File: config.mk
export PLATFORM = sky130hd
export DESIGN_NAME = regfile_loader_flat
export DESIGN_NICKNAME = d
export VERILOG_FILES = /design/src/rtl/regfile_loader_if.sv /design/src/rtl/regfile_loader.sv /design/src/flat_wrapper.sv
export SDC_FILE = /design/constraint.sdc
export NUM_CORES = 1
export LEC_CHECK = 0
export CORE_MARGIN = 2
export CORE_UTILIZATION = 37
export CTS_BUF_LIST = sky130_fd_sc_hd__clkbuf_4
export DETAILED_ROUTE_END_ITERATION = 12
export HOLD_SLACK_MARGIN = 0.15
export PLACE_DENSITY = 0.9
export SETUP_SLACK_MARGIN = 0.5
export SLEW_MARGIN = 20
export SYNTH_ARGS = -nofsm -noshare
export SYNTH_HDL_FRONTEND = slang
export SYNTH_SLANG_ARGS = --single-unit
File: constraint.sdc
create_clock -name clk -period 1.7 [get_ports clk]
set_input_delay 0.17 -clock clk [delete_from_list [all_inputs] [get_ports clk]]
set_output_delay 0.17 -clock clk [all_outputs]
set_load 0.01 [all_outputs]
File: src/rtl/regfile_loader_if.sv
// Source-stream and register-file port bundle for regfile_loader.
// master = loader side, slave = stream source / register file side.
interface regfile_loader_if #(
  parameter int unsigned ADDRESS_WIDTH = 5,
  parameter int unsigned DATA_WIDTH    = 32
);
  logic                     s_valid;
  logic [DATA_WIDTH-1:0]    s_data;
  logic                     s_ready;
  logic                     wr_en;
  logic [ADDRESS_WIDTH-1:0] wr_addr;
  logic [DATA_WIDTH-1:0]    wr_data;
  logic [ADDRESS_WIDTH-1:0] rb_addr;
  logic [DATA_WIDTH-1:0]    rb_data;

  modport master (
    input  s_valid, s_data, rb_data,
    output s_ready, wr_en, wr_addr, wr_data, rb_addr
  );

  modport slave (
    output s_valid, s_data, rb_data,
    input  s_ready, wr_en, wr_addr, wr_data, rb_addr
  );
endinterface

File: src/rtl/regfile_loader.sv
// Streams a contiguous window of words into the register file write port.
// Optional readback check of every write: define REGFILE_LOADER_VERIFY_EN.
module regfile_loader #(
  parameter int unsigned ADDRESS_WIDTH = 5,
  parameter int unsigned DATA_WIDTH    = 32
) (
  input  logic                     clk,
  input  logic                     rst_n,
  input  logic                     start,
  input  logic [ADDRESS_WIDTH-1:0] base_addr,
  input  logic [ADDRESS_WIDTH:0]   count,
  output logic                     busy,
  output logic                     done,
  output logic                     verify_err,
  regfile_loader_if.master         bus
);

  localparam int unsigned CW       = ADDRESS_WIDTH + 1;
  localparam int unsigned NUM_REGS = 1 << ADDRESS_WIDTH;

  typedef enum logic [1:0] {
    IDLE,
    LOAD,
`ifdef REGFILE_LOADER_VERIFY_EN
    VERIFY,
`endif
    DONE
  } state_t;

  state_t                   state;
  logic [ADDRESS_WIDTH-1:0] ptr;
  logic [CW-1:0]            rem;
  logic [CW-1:0]            load_cnt_c;
  logic                     handshake_c;
  logic                     wr_en_q;
  logic [ADDRESS_WIDTH-1:0] wr_addr_q;
  logic [DATA_WIDTH-1:0]    wr_data_q;

  // Clamp so a single load never writes the same register twice.
  assign load_cnt_c = (count > CW'(NUM_REGS)) ? CW'(NUM_REGS) : count;

`ifdef REGFILE_LOADER_VERIFY_EN
  logic                     verify_err_q;
  logic [ADDRESS_WIDTH-1:0] rb_addr_q;

  // Hold off the source while a write is still committing.
  assign bus.s_ready = (state == LOAD) && !wr_en_q;
  assign bus.rb_addr = rb_addr_q;
  assign verify_err  = verify_err_q;
`else
  logic unused_rb_data;

  assign bus.s_ready    = (state == LOAD);
  assign bus.rb_addr    = '0;
  assign verify_err     = 1'b0;
  assign unused_rb_data = ^bus.rb_data;
`endif

  assign handshake_c = bus.s_valid && bus.s_ready;
  assign bus.wr_en   = wr_en_q;
  assign bus.wr_addr = wr_addr_q;
  assign bus.wr_data = wr_data_q;

  always_ff @(posedge clk or negedge rst_n) begin
    if (!rst_n) begin
      state     <= IDLE;
      ptr       <= '0;
      rem       <= '0;
      wr_en_q   <= 1'b0;
      wr_addr_q <= '0;
      wr_data_q <= '0;
      busy      <= 1'b0;
      done      <= 1'b0;
`ifdef REGFILE_LOADER_VERIFY_EN
      verify_err_q <= 1'b0;
      rb_addr_q    <= '0;
`endif
    end else begin
      wr_en_q <= 1'b0;
      done    <= 1'b0;
      case (state)
        IDLE: begin
          if (start) begin
            ptr  <= base_addr;
            rem  <= load_cnt_c;
            busy <= 1'b1;
`ifdef REGFILE_LOADER_VERIFY_EN
            verify_err_q <= 1'b0;
`endif
            if (load_cnt_c == '0) begin
              state <= DONE;
              done  <= 1'b1;
            end else begin
              state <= LOAD;
            end
          end
        end
        LOAD: begin
`ifdef REGFILE_LOADER_VERIFY_EN
          if (wr_en_q) begin
            state     <= VERIFY;
            rb_addr_q <= wr_addr_q;
          end else
`endif
          if (handshake_c) begin
            wr_addr_q <= ptr;
            wr_data_q <= bus.s_data;
            wr_en_q   <= (ptr != '0);
            ptr       <= ptr + ADDRESS_WIDTH'(1);
            rem       <= rem - CW'(1);
            if (rem == CW'(1)) begin
`ifdef REGFILE_LOADER_VERIFY_EN
              // A non-x0 final word still has to pass through VERIFY.
              if (ptr == '0) begin
                state <= DONE;
                done  <= 1'b1;
              end
`else
              state <= DONE;
              done  <= 1'b1;
`endif
            end
          end
        end
`ifdef REGFILE_LOADER_VERIFY_EN
        VERIFY: begin
          if (bus.rb_data != wr_data_q) verify_err_q <= 1'b1;
          if (rem == '0) begin
            state <= DONE;
            done  <= 1'b1;
          end else begin
            state <= LOAD;
          end
        end
`endif
        DONE: begin
          state <= IDLE;
          busy  <= 1'b0;
        end
        default: begin
          state <= IDLE;
          busy  <= 1'b0;
        end
      endcase
    end
  end

endmodule

File: src/flat_wrapper.sv
// flat-port wrapper written by rule: the top's interface ports become plain ports
module regfile_loader_flat 
#(
  parameter int unsigned ADDRESS_WIDTH = 5,
  parameter int unsigned DATA_WIDTH    = 32
)
  (clk, rst_n, start, base_addr, count, busy, done, verify_err, bus_s_valid, bus_s_data, bus_rb_data, bus_s_ready, bus_wr_en, bus_wr_addr, bus_wr_data, bus_rb_addr);
  regfile_loader_if #(.ADDRESS_WIDTH(ADDRESS_WIDTH), .DATA_WIDTH(DATA_WIDTH)) bus_i ();
  input  logic clk;
  input  logic rst_n;
  input  logic start;
  input  logic [ADDRESS_WIDTH-1:0] base_addr;
  input  logic [ADDRESS_WIDTH:0] count;
  output logic busy;
  output logic done;
  output logic verify_err;
  input wire logic [$bits(bus_i.s_valid)-1:0] bus_s_valid;
  input wire logic [$bits(bus_i.s_data)-1:0] bus_s_data;
  input wire logic [$bits(bus_i.rb_data)-1:0] bus_rb_data;
  output wire logic [$bits(bus_i.s_ready)-1:0] bus_s_ready;
  output wire logic [$bits(bus_i.wr_en)-1:0] bus_wr_en;
  output wire logic [$bits(bus_i.wr_addr)-1:0] bus_wr_addr;
  output wire logic [$bits(bus_i.wr_data)-1:0] bus_wr_data;
  output wire logic [$bits(bus_i.rb_addr)-1:0] bus_rb_addr;
  assign bus_i.s_valid = bus_s_valid;
  assign bus_i.s_data = bus_s_data;
  assign bus_i.rb_data = bus_rb_data;
  assign bus_s_ready = bus_i.s_ready;
  assign bus_wr_en = bus_i.wr_en;
  assign bus_wr_addr = bus_i.wr_addr;
  assign bus_wr_data = bus_i.wr_data;
  assign bus_rb_addr = bus_i.rb_addr;
  regfile_loader #(.ADDRESS_WIDTH(ADDRESS_WIDTH), .DATA_WIDTH(DATA_WIDTH)) u_core (.clk(clk), .rst_n(rst_n), .start(start), .base_addr(base_addr), .count(count), .busy(busy), .done(done), .verify_err(verify_err), .bus(bus_i));
endmodule
==> flow_metrics.env, run 1 <==
export IMPL_status="completed"
export IMPL_hpwl_mm=4.24
export IMPL_routed_wirelength_mm=7.65
export IMPL_power_per_cell_area_nw_per_um2=1570
export IMPL_initial_core_util=0.389
export IMPL_rsz0062_at_grt="true"
export IMPL_p_switching_mw=2.38
export IMPL_vias=2157
export IMPL_grt_use_met3=0.0433
export IMPL_pin_count=126
export IMPL_regArea_um2=1330
export IMPL_cts_tree="built"
export IMPL_setup_viol=0
export IMPL_antenna_left=0
export IMPL_synthesis_area_um2=2500
export IMPL_drtPass1Iterations=4
export IMPL_insertion_delay_ns=0.39
export IMPL_syn_avg_cell_area_um2=13.1
export IMPL_finClkSkew_ns=0.00465
export IMPL_grt_max_degree=34
export IMPL_ys_warn_count=0
export IMPL_io_buffers=87
export IMPL_grt_pass1_vias=2221
export IMPL_min_period_over_period=0.895
export IMPL_drc=0
export IMPL_worstMarginPinSlew_ns=0.509
export IMPL_clock_tree_root_cell="clkbuf_4"
export IMPL_maxCapViolCount=0
export IMPL_ys_seq_elements=53
export IMPL_max_stage_delay_ns=0.45
export IMPL_grt_busiest_layer="met2"
export IMPL_clock_path_buffers=2
export IMPL_fmax_mhz=657
export IMPL_hp_class="input pin to async pin"
export IMPL_viasPerCell=5.08
export IMPL_stdcell_count=425
export IMPL_finalWeightedCongestion=0.887
export IMPL_post_route_util=0.671
export IMPL_synthSimpleGateAreaFrac=0.0741
export IMPL_post_synth_fa_ha_maj_area_fraction=0.0200
export IMPL_crit_type="register to register"
export IMPL_core_area_um2=6420
export IMPL_internal_power_mw=4.37
export IMPL_num_rows=29
export IMPL_drt_iter0_markers=139
export IMPL_hold_viol_final=0
export IMPL_htree_levels=2
export IMPL_setup_tns_ns=0
export IMPL_path_clk_slew_ns=0.16
export IMPL_drive_above_1_share=0.575
export IMPL_n_antenna_cell=0
export IMPL_hold_ws_ns=0.266
export IMPL_crit_path_cell_trace="inv_2 > ha_4 > or3b_4 > o32a_1 > o22ai_2"
export IMPL_vdd_drop_max_v=0.000709
export IMPL_die_h_um=86.2
export IMPL_ys_types=40
export IMPL_synth_compound_area_frac=0.0927
export IMPL_die_area_um2=7420
export IMPL_die_w_um=86.2
export IMPL_critPathSlowestCell="dfrtp_1"
export IMPL_startpoint_type="register"
export IMPL_cts_sinks=53
export IMPL_slew_headroom=0.661
export IMPL_path_max_fanout=4
export IMPL_combPwrFrac=0.600
export IMPL_multi_input_area_um2=1290
export IMPL_grt_usage=0.203
export IMPL_syn_inst=190
export IMPL_muxShareOfSynthArea=0.216
export IMPL_cts_buffers=5
export IMPL_required_ns=2.02
export IMPL_dp_cells=353
export IMPL_fin_nets=430
export IMPL_synth_top_family_by_area="multiplexers"
export IMPL_p_leak_nw=2.03
export IMPL_end_kind="register"
export IMPL_power_frac_clock=0.086
export IMPL_cp_arrival_ns=1.85
export IMPL_reg2regPathDepth=5
export IMPL_grt_use_met2=0.362
export IMPL_area_delta_synth_final_pct=72.5
export IMPL_antenna_found_initial=0
export IMPL_fin_crit_ns=1.52
export IMPL_overflow=0
export IMPL_grtUsageMet1=0.253
export IMPL_sw_frac_of_total=0.352
export IMPL_wl_per_cell_um=18.0
export IMPL_drv_slew=0
export IMPL_fill_cells=458
export IMPL_grt_pass1_wl_mm=11.6
export IMPL_seq_area_frac_synth=0.531
export IMPL_p_seq_frac=0.314
export IMPL_synthXorXnorAreaFrac=0
[final cells by class]
type	count	share of cell area
clock buffer	5	0.00871
clock inverter	3	0.00407
inverter	11	0.0125
multi-input combinational	115	0.301
sequential	53	0.309
tap	77	0.0224
timing repair buffer	161	0.343
[final timing paths]
path,startpoint,end,slack [ns]
max,u_core.rem[0],u_core.rem[4],0.18
min,rst_n,u_core.bus.wr_data[16],0.27
max reg2reg,u_core.rem[0],u_core.rem[4],0.18
min reg2reg,u_core.bus.wr_data[24],u_core.bus.wr_data[24],0.52
max in group asynchronous,rst_n,u_core.rem[3],0.86
min in group clk,bus_s_data[8],u_core.bus.wr_data[8],0.37
[through the flow]
step	power, mW	setup WS (ns)	instance area (um2)
2_1_floorplan	3.55	0.228	2550
6_report	6.75	0.179	4310
3_3_place_gp	4.55	0.176	3500
3_5_place_dp	4.68	0.150	3500
5_1_grt	7.13	0.164	4310
4_1_cts	6.34	0.255	4220
[flip-flops by register name (all words and copies together), names as in the netlist]
| name | cells |
|---|---|
| u_core.busy | 1 |
| u_core.bus.wr_en | 1 |
| u_core.bus.wr_addr | 5 |
| u_core.bus.wr_data | 32 |
| u_core.state | 2 |
| u_core.done | 1 |
| u_core.ptr | 5 |
| u_core.rem | 6 |
[cell families (layout without fill, tap and decap cells)]
logic type / after synthesis / after routing
buf+inv: 27 / 180
simple gates: 30 / 30
compound gates: 33 / 33
other cells: 1 / 6
flops: 53 / 53
mux: 42 / 42
fa+ha+maj: 4 / 4
[repair_timing]
item                                    4_1_cts  5_1_grt
buffers inserted                             36       20
hold buffers                                  1        0
endpoints found under the setup margin       93       88
pin swaps                                     6       17
resized for setup                           159       68
hold endpoints to repair                     53        0
gates cloned                                  6        1
[cell usage in the layout (no fill, tap or decap), types with 2 or more instances in the layout]
cell type / instances
a211oi_1: 2
a211oi_2: 4
a21oi_2: 3
a2bb2oi_2: 2
buf_12: 6
buf_16: 6
buf_2: 18
buf_4: 46
buf_6: 16
clkbuf_2: 23
clkbuf_4: 5
clkdlybuf4s50_1: 45
conb_1: 6
dfrtp_1: 48
dfrtp_2: 5
ha_1: 3
inv_1: 8
inv_2: 2
mux2_4: 38
mux2i_1: 2
nand3_1: 2
nand3b_1: 2
nor2_1: 3
nor2_2: 2
nor2b_1: 2
nor4_1: 2
nor4b_2: 2
o21ai_0: 2
o21ai_1: 3
o22ai_1: 2
o22ai_2: 2
o32a_1: 2
or3b_4: 2
[Yosys cell counts]
master,instances,share of area
a211o_1,1,0.0035
a211oi_1,7,0.021
a21bo_2,1,0.0040
a21oi_1,4,0.0080
a22oi_1,1,0.0030
a2bb2oi_1,3,0.011
a31o_2,1,0.0035
buf_2,2,0.0040
buf_4,6,0.018
buf_6,4,0.018
clkbuf_1,4,0.0060
clkinv_4,1,0.0035
conb_1,1,0.0015
dfrtp_1,53,0.53
ha_1,4,0.020
inv_1,10,0.015
mux2_1,18,0.081
mux2_2,1,0.0045
mux2_4,19,0.11
mux2i_1,4,0.016
nand2_1,1,0.0015
nand2_2,1,0.0025
nand2b_1,2,0.0050
nand3_1,3,0.0060
nand3b_1,2,0.0060
nand4_1,1,0.0025
nor2_1,5,0.0075
nor2b_1,3,0.0075
nor3b_1,1,0.0030
nor4_1,4,0.010
nor4b_1,3,0.011
o211ai_1,1,0.0030
o21ai_0,2,0.0040
o21ai_1,4,0.0080
o22ai_1,5,0.013
o311ai_0,1,0.0035
o32a_1,2,0.0080
or2_1,1,0.0025
or3_1,1,0.0025
or3b_2,2,0.0070
[critical path: cells and delay by family, from the launching register on]
kind	cells	cell delay, ns
AND/OR/NAND/NOR	1	0.39
flip-flops	1	0.45
adder cells (fa/ha/maj)	1	0.13
buffers and inverters	1	0.10
AO/OA/AOI/OAI	2	0.38
[power by group through the flow]
stage / sequential [mW] / combinational, mW / clock (mW)
final: 2.12 / 4.05 / 0.580
after global routing: 2.18 / 4.31 / 0.645
after CTS: 2.08 / 3.68 / 0.587
after detailed placement: 2.10 / 2.59 / 0
after global placement: 2.06 / 2.50 / 0
after floorplan: 2.19 / 1.36 / 0
[per-layer routing]
layer / wire [um] / share of wire
met2: 4000 / 0.52
met4: 116 / 0.015
met1: 3040 / 0.40
met5: 0 / 0
met3: 493 / 0.064
Power figures use the tool's default switching activity.
==> inputs of run 2 (changes only) <==
clock period = 1.3 ns   (was 1.7 ns; I/O delays follow)
==> flow_metrics.env, run 2 (synthesis results as in run 1) <==
export IMPL_grt_usage=0.179
export IMPL_grt_pass1_wl_mm=10.5
export IMPL_vdd_drop_max_v=0.00104
export IMPL_sw_frac_of_total=0.348
export IMPL_p_leak_nw=2.00
export IMPL_hpwl_mm=4.41
export IMPL_overflow=0
export IMPL_stdcell_count=416
export IMPL_violations="negative setup slack"
export IMPL_n_antenna_cell=0
export IMPL_combPwrFrac=0.578
export IMPL_internal_power_mw=5.77
export IMPL_end_kind="register"
export IMPL_insertion_delay_ns=0.37
export IMPL_finClkSkew_ns=0.0158
export IMPL_viasPerCell=5.01
export IMPL_final_cell_mix="51 x dfrtp_1, 45 x clkdlybuf4s50_1, 44 x buf_4, 38 x mux2_4, 32 x buf_2"
export IMPL_drtPass1Iterations=4
export IMPL_die_area_um2=7420
export IMPL_path_clk_slew_ns=0.15
export IMPL_fmax_mhz=697
export IMPL_status="finished with violations"
export IMPL_antenna_found_initial=0
export IMPL_core_area_um2=6420
export IMPL_cts_sinks=53
export IMPL_p_switching_mw=3.08
export IMPL_initial_core_util=0.389
export IMPL_die_h_um=86.2
export IMPL_crit_type="register to register"
export IMPL_power_per_cell_area_nw_per_um2=2080
export IMPL_layout_commonest_cell="dfrtp_1"
export IMPL_die_w_um=86.2
export IMPL_hold_viol_final=0
export IMPL_setup_slack_ns=-0.134
export IMPL_grt_pass1_vias=2208
export IMPL_cp_arrival_ns=1.69
export IMPL_num_rows=29
export IMPL_rsz0062_at_grt="true"
export IMPL_routed_wirelength_mm=7.33
export IMPL_drt_iter0_markers=105
export IMPL_min_period_over_period=1.10
export IMPL_drc=0
export IMPL_power_frac_clock=0.107
export IMPL_vias=2084
export IMPL_reg2reg_from="u_core.rem[0]"
export IMPL_clock_tree_root_cell="clkbuf_4"
export IMPL_antenna_left=0
export IMPL_fin_crit_ns=1.43
export IMPL_setup_viol=46
export IMPL_fin_nets=421
export IMPL_maxCapViolCount=0
export IMPL_largest_reg_flops=32
export IMPL_io_buffers=87
export IMPL_path_max_fanout=3
export IMPL_worst_r2r_setup_slack_ns=-0.13
export IMPL_hp_class="input pin to async pin"
export IMPL_p_seq_frac=0.315
export IMPL_dp_cells=363
export IMPL_post_route_util=0.663
export IMPL_cts_buffers=5
export IMPL_reg2regPathDepth=5
export IMPL_startpoint_type="register"
export IMPL_cts_tree="built"
export IMPL_drv_slew=0
export IMPL_drive_above_1_share=0.575
export IMPL_area_delta_synth_final_pct=70.6
export IMPL_wl_per_cell_um=17.6
export IMPL_pin_count=126
export IMPL_clock_path_buffers=2
export IMPL_htree_levels=2
export IMPL_required_ns=1.56
export IMPL_finalWeightedCongestion=0.859
export IMPL_grt_max_degree=34
export IMPL_r2r_end="u_core.rem[4]"
==> run 2: metal layers <==
layer / vias to the layer above / part of all wire / global-route usage / wire length, um
met5: - / 0 / 0 / 0
met4: 0 / 0.0057 / 0.0289 / 42
met3: 4 / 0.050 / 0.0395 / 365
met2: 68 / 0.53 / 0.324 / 3880
met1: 1052 / 0.42 / 0.221 / 3050
li1: 960 / - / - / -
==> run 2: worst max-delay path, cell delays in order (launching register included) <==
cell	delay (ns)
dfrtp_1	0.44
inv_2	0.09
ha_4	0.12
or3b_4	0.38
a211oi_2	0.20
o22ai_2	0.10
==> run 2: through the flow <==
step	total power [mW]	hold WS [ns]	setup slack, ns	cell area (um2)	setup TNS [ns]
after floorplan	4.68	-0.166	-0.163	2580	-4.86
after global placement	6.15	0.117	-0.138	3580	-5.37
after detailed placement	6.33	0.123	-0.185	3580	-6.61
after CTS	7.68	0.251	-0.0858	3810	-0.954
after global routing	9.34	0.255	-0.180	4260	-5.29
final	8.85	0.263	-0.134	4260	-4.11
==> run 2: final cells by class <==
cell class,instances,area (um2)
inverters,11,58.8
clock inverters,3,43.8
flip-flops and latches,53,1330
fillers,499,2160
multi-input cells,115,1310
well taps,77,96.3
clock buffers,5,37.5
repair buffers,152,1380
==> run 2: worst max-delay path by stage <==
stage                     slack, ns       startpoint                     to  cells past startpoint
final                         -0.13    u_core.rem[0]          u_core.rem[4]                      5
after floorplan               -0.16  u_core.state[0]  u_core.bus.wr_addr[0]                      7
after global placement        -0.14    u_core.rem[0]          u_core.rem[4]                      5
after detailed placement      -0.18    u_core.rem[0]          u_core.rem[4]                      5
after global routing          -0.18  u_core.state[1]          u_core.rem[5]                      5
after CTS                     -0.09    u_core.rem[1]          u_core.rem[4]                      5
==> run 2: timing repair <==
item,4_1_cts,5_1_grt
gates cloned,1,5
pin swaps,13,7
hold buffers,1,0
setup buffers,24,14
gates resized for setup,196,54
endpoints found under the setup margin,94,94
hold endpoints to repair,53,0
==> run 2: power groups by stage <==
stage	clock, mW	sequential, mW	combinational [mW]
after global routing	1.05	2.86	5.43
final	0.951	2.79	5.11
after floorplan	0	2.88	1.79
after CTS	0.968	2.70	4.01
after global placement	0	2.69	3.47
after detailed placement	0	2.74	3.59
==> inputs of run 3 (changes only) <==
ABC_AREA = 0   (was not set)
==> results of run 3 <==
Same layout as run 2: the final DEF is identical, and so are final timing and power.
